**src/rtl/inst_loader.sv**
```systemverilog
// ---------------------------------------------------------------------------
// inst_loader
//
// Boot-time writer for the instruction memory. A byte stream arriving over a
// valid/ready handshake carries a 32-bit big-endian word count N followed by
// N big-endian instruction words. Each assembled word is written to the
// instruction memory at BASE_ADDR + 4*index. The CPU core is held stalled
// (cpu_hold=1) until a complete image has been written successfully.
//
// Ports:
//   clk       in   system clock, rising edge
//   rst_n     in   asynchronous active-low reset
//   start     in   single-cycle pulse; begins a load from IDLE, DONE or ERR
//   in_valid  in   a byte is offered on in_data
//   in_data   in   offered byte
//   in_ready  out  loader accepts a byte this cycle
//   we        out  instruction memory write enable (one-cycle pulse per word)
//   waddr     out  word-aligned byte address of the word being written
//   wdata     out  instruction word being written
//   busy      out  load in progress (header or data phase)
//   done      out  last load completed successfully (level)
//   err       out  last load aborted (level)
//   cpu_hold  out  stalls the core's PC and fetch while high
// ---------------------------------------------------------------------------
module inst_loader #(
    parameter logic [31:0] BASE_ADDR = 32'h0000_0000,
    parameter int          MAX_WORDS = 131071,
    parameter int          IDX_W     = 17,
    parameter int          TIMEOUT   = 65535
) (
    input  logic        clk,
    input  logic        rst_n,
    input  logic        start,
    input  logic        in_valid,
    input  logic [7:0]  in_data,
    output logic        in_ready,
    output logic        we,
    output logic [31:0] waddr,
    output logic [31:0] wdata,
    output logic        busy,
    output logic        done,
    output logic        err,
    output logic        cpu_hold
);

    localparam int                TMO_W     = $clog2(TIMEOUT + 1);
    localparam logic [TMO_W-1:0]  TMO_LIMIT = TMO_W'(TIMEOUT);
    localparam logic [31:0]       MAX_N     = 32'(MAX_WORDS);

    typedef enum logic [2:0] {
        S_IDLE,
        S_HDR,
        S_DATA,
        S_DONE,
        S_ERR
    } state_t;

    state_t             state_q, state_nxt;
    logic [1:0]         byte_cnt_q;
    logic [IDX_W-1:0]   idx_q;
    logic [TMO_W-1:0]   tmo_q;
    logic [31:0]        count_q;
    logic [23:0]        shift_q;
    // Set when the final word's write has been issued; the DATA state lingers
    // for that one cycle (not accepting bytes) so done rises after the pulse.
    logic               fin_q;

    logic               active;
    logic               xfer;
    logic               last_lane;
    logic [31:0]        hdr_word;
    logic [31:0]        data_word;
    logic [31:0]        idx_ext;
    logic [TMO_W-1:0]   tmo_inc;
    logic               tmo_hit;

    // Decoded status, all from registered state
    assign active   = (state_q == S_HDR) || (state_q == S_DATA);
    assign busy     = active;
    assign in_ready = active && !fin_q;
    assign done     = (state_q == S_DONE);
    assign err      = (state_q == S_ERR);
    assign cpu_hold = (state_q != S_DONE);

    assign xfer      = in_valid && in_ready;
    assign last_lane = (byte_cnt_q == 2'd3);
    assign hdr_word  = {count_q[23:0], in_data};
    assign data_word = {shift_q, in_data};
    assign idx_ext   = 32'(idx_q);
    assign tmo_inc   = tmo_q + 1'b1;
    assign tmo_hit   = !xfer && (tmo_inc == TMO_LIMIT);

    always_comb begin
        state_nxt = state_q;
        case (state_q)
            S_IDLE, S_DONE, S_ERR: begin
                if (start) state_nxt = S_HDR;
            end
            S_HDR: begin
                if (xfer && last_lane) begin
                    if (hdr_word == 32'd0)      state_nxt = S_DONE;
                    else if (hdr_word > MAX_N)  state_nxt = S_ERR;
                    else                        state_nxt = S_DATA;
                end else if (tmo_hit) begin
                    state_nxt = S_ERR;
                end
            end
            S_DATA: begin
                if (fin_q)        state_nxt = S_DONE;
                else if (tmo_hit) state_nxt = S_ERR;
            end
            default: state_nxt = S_IDLE;
        endcase
    end

    always_ff @(posedge clk or negedge rst_n) begin
        if (!rst_n) begin
            state_q    <= S_IDLE;
            byte_cnt_q <= 2'd0;
            idx_q      <= '0;
            tmo_q      <= '0;
            count_q    <= 32'd0;
            shift_q    <= 24'd0;
            fin_q      <= 1'b0;
            we         <= 1'b0;
            waddr      <= BASE_ADDR;
            wdata      <= 32'd0;
        end else begin
            state_q <= state_nxt;
            we      <= 1'b0;
            if (!active) begin
                if (start) begin
                    byte_cnt_q <= 2'd0;
                    idx_q      <= '0;
                    tmo_q      <= '0;
                    fin_q      <= 1'b0;
                end
            end else if (xfer) begin
                tmo_q      <= '0;
                byte_cnt_q <= byte_cnt_q + 2'd1;
                if (state_q == S_HDR) begin
                    count_q <= hdr_word;
                end else if (last_lane) begin
                    // Registered write: visible the cycle after the 4th byte
                    we    <= 1'b1;
                    waddr <= BASE_ADDR + (idx_ext << 2);
                    wdata <= data_word;
                    idx_q <= idx_q + 1'b1;
                    if (idx_ext == count_q - 32'd1) fin_q <= 1'b1;
                end else begin
                    shift_q <= {shift_q[15:0], in_data};
                end
            end else begin
                tmo_q <= tmo_inc;
            end
        end
    end

endmodule

```
**config.mk**
```make
export PLATFORM = sky130hd
export DESIGN_NAME = inst_loader
export DESIGN_NICKNAME = d
export VERILOG_FILES = /design/src/rtl/inst_loader.sv
export SDC_FILE = /design/constraint.sdc
export NUM_CORES = 1
export LEC_CHECK = 0
export BUFFER_PORTS_ARGS = -buffer_cell sky130_fd_sc_hd__buf_4
export CORE_MARGIN = 8
export CORE_UTILIZATION = 38
export DETAILED_ROUTE_END_ITERATION = 10
export PLACE_DENSITY = 0.52
export REMOVE_ABC_BUFFERS = 1
export SLEW_MARGIN = 40
export SYNTH_ARGS = -nofsm -noshare
export SYNTH_HDL_FRONTEND = slang
export SYNTH_SLANG_ARGS = --single-unit
export TNS_END_PERCENT = 50
```
**constraint.sdc**
```tcl
create_clock -name clk -period 6.6 [get_ports clk]
set_clock_uncertainty 0.1 [all_clocks]
set_input_delay 0.99 -clock clk [delete_from_list [all_inputs] [get_ports clk]]
set_output_delay 0.99 -clock clk [all_outputs]
set_load 0.1 [all_outputs]
```
After elaboration in Yosys (flattened, before gate mapping)
Cells that the tools add are included.

Add/sub/neg operators: 4. Multiply operators: 0. Div/mod/pow operators: 0. Order comparisons: 1. Equal/unequal tests: 13. Shift-type cells: 0. Multiplexer cells: 28. Bitwise operators: 2. Reductions and logical operators: 17.

Operators by type and width (number): $mux W17 (5); $mux W16 (3); $eq A17 B32 Y1 (1); $gt A32 B17 Y1 const B (1); $logic_not A32 Y1 (1); $sub A32 B1 Y32 const B (1); $mux W3 (6); $add A17 B1 Y17 const B (1); $add A16 B1 Y16 const B (1); $eq A16 B16 Y1 const B (1); $reduce_and A4 Y1 (3); $mux W1 (10); $pmux W3 S3 (1); $eq A3 B2 Y1 const B (2); $mux W2 (3); $ne A2 B1 Y1 const B (3); $reduce_and A5 Y1 (1); $logic_and A1 B1 Y1 (4); $ne A2 B2 Y1 const B (2); $eq A3 B1 Y1 const B (1); $eq A3 B3 Y1 const B (1); $logic_not A3 Y1 (1); $ne A3 B2 Y1 const B (1); $reduce_and A3 Y1 (1); other kinds (8) (10).

Register bits after elaboration: 145. Latch bits: 0. RAM bits: 0. Bits in read-only memories: 0. Bits of input ports: 12. Output and inout bits: 70. Logic and storage cells: 75. Memories kept: 0.

Logic depth before layout (Yosys ltp)
Depth in word-level cells: 9. Gate-level depth with buffers: 12. Depth with buffers taken out: 9.

Worst setup path after synthesis
Ideal clock, no wire load.

Path type: reg2out. Start: register state_q[2]. End: output err. Data arrival time: 2684 ps. Data required time: 5510 ps. Setup slack: 2826 ps. Cell stages (with the launch flop): 4. Buffers on the path: 1. Cells stage by stage: dfrtp_1 -> clkbuf_1 -> inv_1 -> nor3_1.

Word-level cells in the longest chain between the ends: 1.

RTL lines: from (decl) (RTL line 58) `state_t state_q, state_nxt;`; from (signal assigned) (RTL line 129) `state_q <= state_nxt;`; $eq A3 B3 Y1 (RTL line 82) `assign err = (state_q == S_ERR);`; to (decl) (RTL line 42) `output logic err,`.

No other way between the ends.

Worst setup path in the final report
Start: register state_q[1]. End: output in_ready.

Word-level cells in the longest chain between the ends: 3. Elaborated cells on any way between the ends: 4. Those cells by class: eq/ne: 2; reduce/logical: 2.

RTL lines: $eq A3 B1 Y1 or $eq A3 B2 Y1 (tied branches) (RTL line 78) `assign active = (state_q == S_HDR) || (state_q == S_DATA);`; $logic_or A1 B1 Y1 * (RTL line 78); $logic_and A1 B1 Y1 * (RTL line 80) `assign in_ready = active && !fin_q;`; to (decl) (RTL line 36) `output logic in_ready,`.

Mark *: on every way between the ends. The rest lies on a longest branch, timed or not.

==> summary.txt <==
Finish
  • Syn-to-layout area delta: 16.0%
  • # diodes: 0
  • Nets: 819
  • Final instance area: approximately 8400 µm²
  • Share of cells above drive strength 1: 18.0%
  • Fill count: 1,808

Clock network
  • Max clock buf depth: 2
  • Cts hold-fix bufs: 0
  • Num CTS Buffers: 17
  • Worst-path clk slew: 0.06 ns
  • PostCTS Resize Cnt: 0
  • CTS tree: done
  • Root Buffer: clkbuf_16
  • Worst skew pair latency: between 0.4 and 0.5 ns
  • Sink Count: roughly 150
  • Post-CTS Repair Setup Buffers: 0
  • H-tree depth: 4

Logic synthesis
  • Syn avg cell area: 9.55 µm²
  • Area leader, netlist: dfrtp_1
  • Main flop type after synthesis: dfrtp_1
  • Unique masters post-synth: 59
  • Share of async-settable or async-resettable flops after synthesis: 100%
  • Ys Warns: 0
  • Cell Area, Synth: 7250 µm²
  • Sequential area share after synthesis: around 50%
  • Post-synth top area share: 50.1%
  • Ranking of synthesized cells by area: dfrtp_1, nand2_1, mux2_2
  • EDFF count, synth: 0
  • Gate Count Post-Synth: 759
  • Seq cells post-synth: 145

GRT
  • Met3 global-route usage: 3.59%
  • Number of global-route vias before repair: 5,533
  • Initial antenna violation count: 0
  • GR Util All Layers: 14.9%
  • Global-route wire length before repair: 28.9 mm
  • Pin count of the biggest net entering global routing: just under 80
  • GR met1 Demand/Resource: 20.1%
  • Met2 Usage GRT: between 20% and 30%
  • GR peak layer: met2
  • Total grt overflow: 0

Critical path
  • Worst r2r src: count_q[0]
  • Worst Path Arrival: roughly 1.9 ns
  • CP Max Fanout: 8
  • Crit Reg-Reg Endpoint: fin_q
  • Worst r2r path cells: 9
  • CP endpoint kind: output pin
  • WP data required: 5.51 ns
  • Reg2Reg Setup Slack: 3.66 ns
  • Startpoint Class: register
  • Crit Path Category: reg -> out

Route
  • Via density: 5.23
  • Post-route ant nets: 0
  • Drt drc: 0
  • DR iter-0 viols: 271
  • DR WL/cell: 16.5 µm
  • Total wire length: 17.3 mm
  • Drt first pass iters: 5
  • Via count: 5,486

Place
  • DP Area: 7830 µm²
  • IO Port Bufs: 66
  • DP Wirelength: 11.9 mm
  • RePlAce Congestion: a little over 0.8

Floorplanning
  • Die height: 154 µm
  • Core Region: 18,700 µm²
  • Top-Level Pins: 82
  • Die ar.: 23,700 µm²
  • Die Wd: 154 µm
  • Starting Density: 38.7%
  • Rows: 50

Outcome
  • Status: finished, final reports clean

STA
  • Final min period: slightly below 3 ns
  • Fmax: 340 MHz
  • Worst-Margin Slew: 0.775 ns
  • Crit share post-route: 44.6%
  • Final setup fails: 0
  • Max Slew Vio Count: 0
  • Hold WS: 0.363 ns
  • Unrepaired setup endpoints after global routing: no
  • Hold Fails Final Rpt: 0
  • Setup_tns: 0 ns
  • Slew Limit Headroom: roughly 48%

Power and ir drop
  • Total Power: slightly above 0.003 W
  • Worst VDD drop: 204 µV
  • Leak: 3.85 nW
  • Power Density: 367 nW/µm²

Worst hold path
  • Worst min path class: reg -> reg
  • Hold wc startpoint: shift_q[17]
  • Worst hold path depth: 2
  • Hold Path Sink: wdata[25]

Job
  • # Max-Cap Violations: 0
## cells in the final DEF (no fill, tap or decap), types with 9 or more instances in the layout
cell type  synthesis  layout
a21oi_1           13      13
buf_4             15      66
clkbuf_16          0      17
conb_1             1      15
dfrtp_1          145     145
inv_1             11      11
mux2_1            24      24
mux2_2            29      29
nand2_1          179     179
nand2b_1           9       9
nand3_1           28      28
nand4_1           10      10
nor2_1            48      47
nor3_1            18      16
nor4_1            15      15
o21ai_0           32      32
o21ai_1            9       9
xnor2_1           26      26
xor2_1            10      10
## registers in the layout, summed over array words and instances (netlist names), 2 cells and up
| register | cells |
|---|---|
| byte_cnt_q | 2 |
| idx_q | 17 |
| waddr | 17 |
| count_q | 32 |
| tmo_q | 16 |
| shift_q | 24 |
| wdata | 32 |
| state_q | 3 |
## stage by stage
step / util [%] / instances / worst slack, ns
floorplan: - / 715 / 2.60
global placement: 41.7 / 1017 / 3.05
detailed placement: 41.9 / 1017 / 3.49
CTS: 44.9 / 1049 / 3.64
global route: 44.9 / 1049 / 3.46
finish: 44.9 / 1049 / 3.65
## critical path, cell delays in order, from the launching register on
cell and delay, ns:
dfrtp_1 0.45, nand2b_1 0.28, a21o_1 0.28, nor2_1 0.12, buf_4 0.31
## cells by family after synthesis
| kind of cell | after synthesis | share of synthesized area, % |
|---|---|---|
| and+or+nand+nor | 349 | 22.8 |
| DFF | 145 | 50.1 |
| AOI/OAI and AO/OA | 94 | 8.05 |
| buffers and inverters | 71 | 4.85 |
| muxes | 58 | 8.93 |
| xor gates and xnor gates | 36 | 4.35 |
| adders and majority gates | 5 | 0.863 |
| other | 1 | 0.0518 |
## report_power, final
group | internal (W) | switching [W]
combinational | 0.000332 | 0.000489
sequential | 0.00108 | 0.000244
clock | 0.000536 | 0.000399
total | 0.00195 | 0.00113
## final cells by class
| type | count | area [µm²] | share of cell area [%] |
|---|---|---|---|
| multi-input combinational | 557 | 3340 | 39.8 |
| clock inverter | 13 | 126 | 1.50 |
| tap | 234 | 293 | 3.48 |
| sequential | 145 | 3630 | 43.2 |
| clock buffer | 19 | 443 | 5.27 |
| inverter | 13 | 51.3 | 0.611 |
| timing repair buffer | 68 | 518 | 6.17 |
## layer usage
metal	part of all wire (%)	wire length (µm)	vias up
met4	0.72	125	0
met2	46	7920	127
met3	4.9	849	7
li1	-	-	2677
met1	49	8390	2675
met5	0	0	-
## worst max path at each step
stage                    start           to  slack (ns)  cells after the start
floorplan             in_valid  count_q[10]        2.60                      3
global placement      in_valid     idx_q[1]        3.05                      6
detailed placement    in_valid    idx_q[11]        3.49                      8
CTS                 count_q[0]        fin_q        3.64                      9
global route        count_q[0]        fin_q        3.46                      9
finish              state_q[1]     in_ready        3.65                      4
## Yosys cell counts (11+ instances only)
master and n:
a21oi_1 13, mux2_2 29, dfrtp_1 145, nor2_1 48, mux2_1 24, nor3_1 18, o21ai_0 32, buf_4 15
nor4_1 15, clkbuf_1 30, nand3_1 28, inv_1 11, xnor2_1 26, nand2_1 179
No activity file was read; power rests on OpenSTA's default activity.
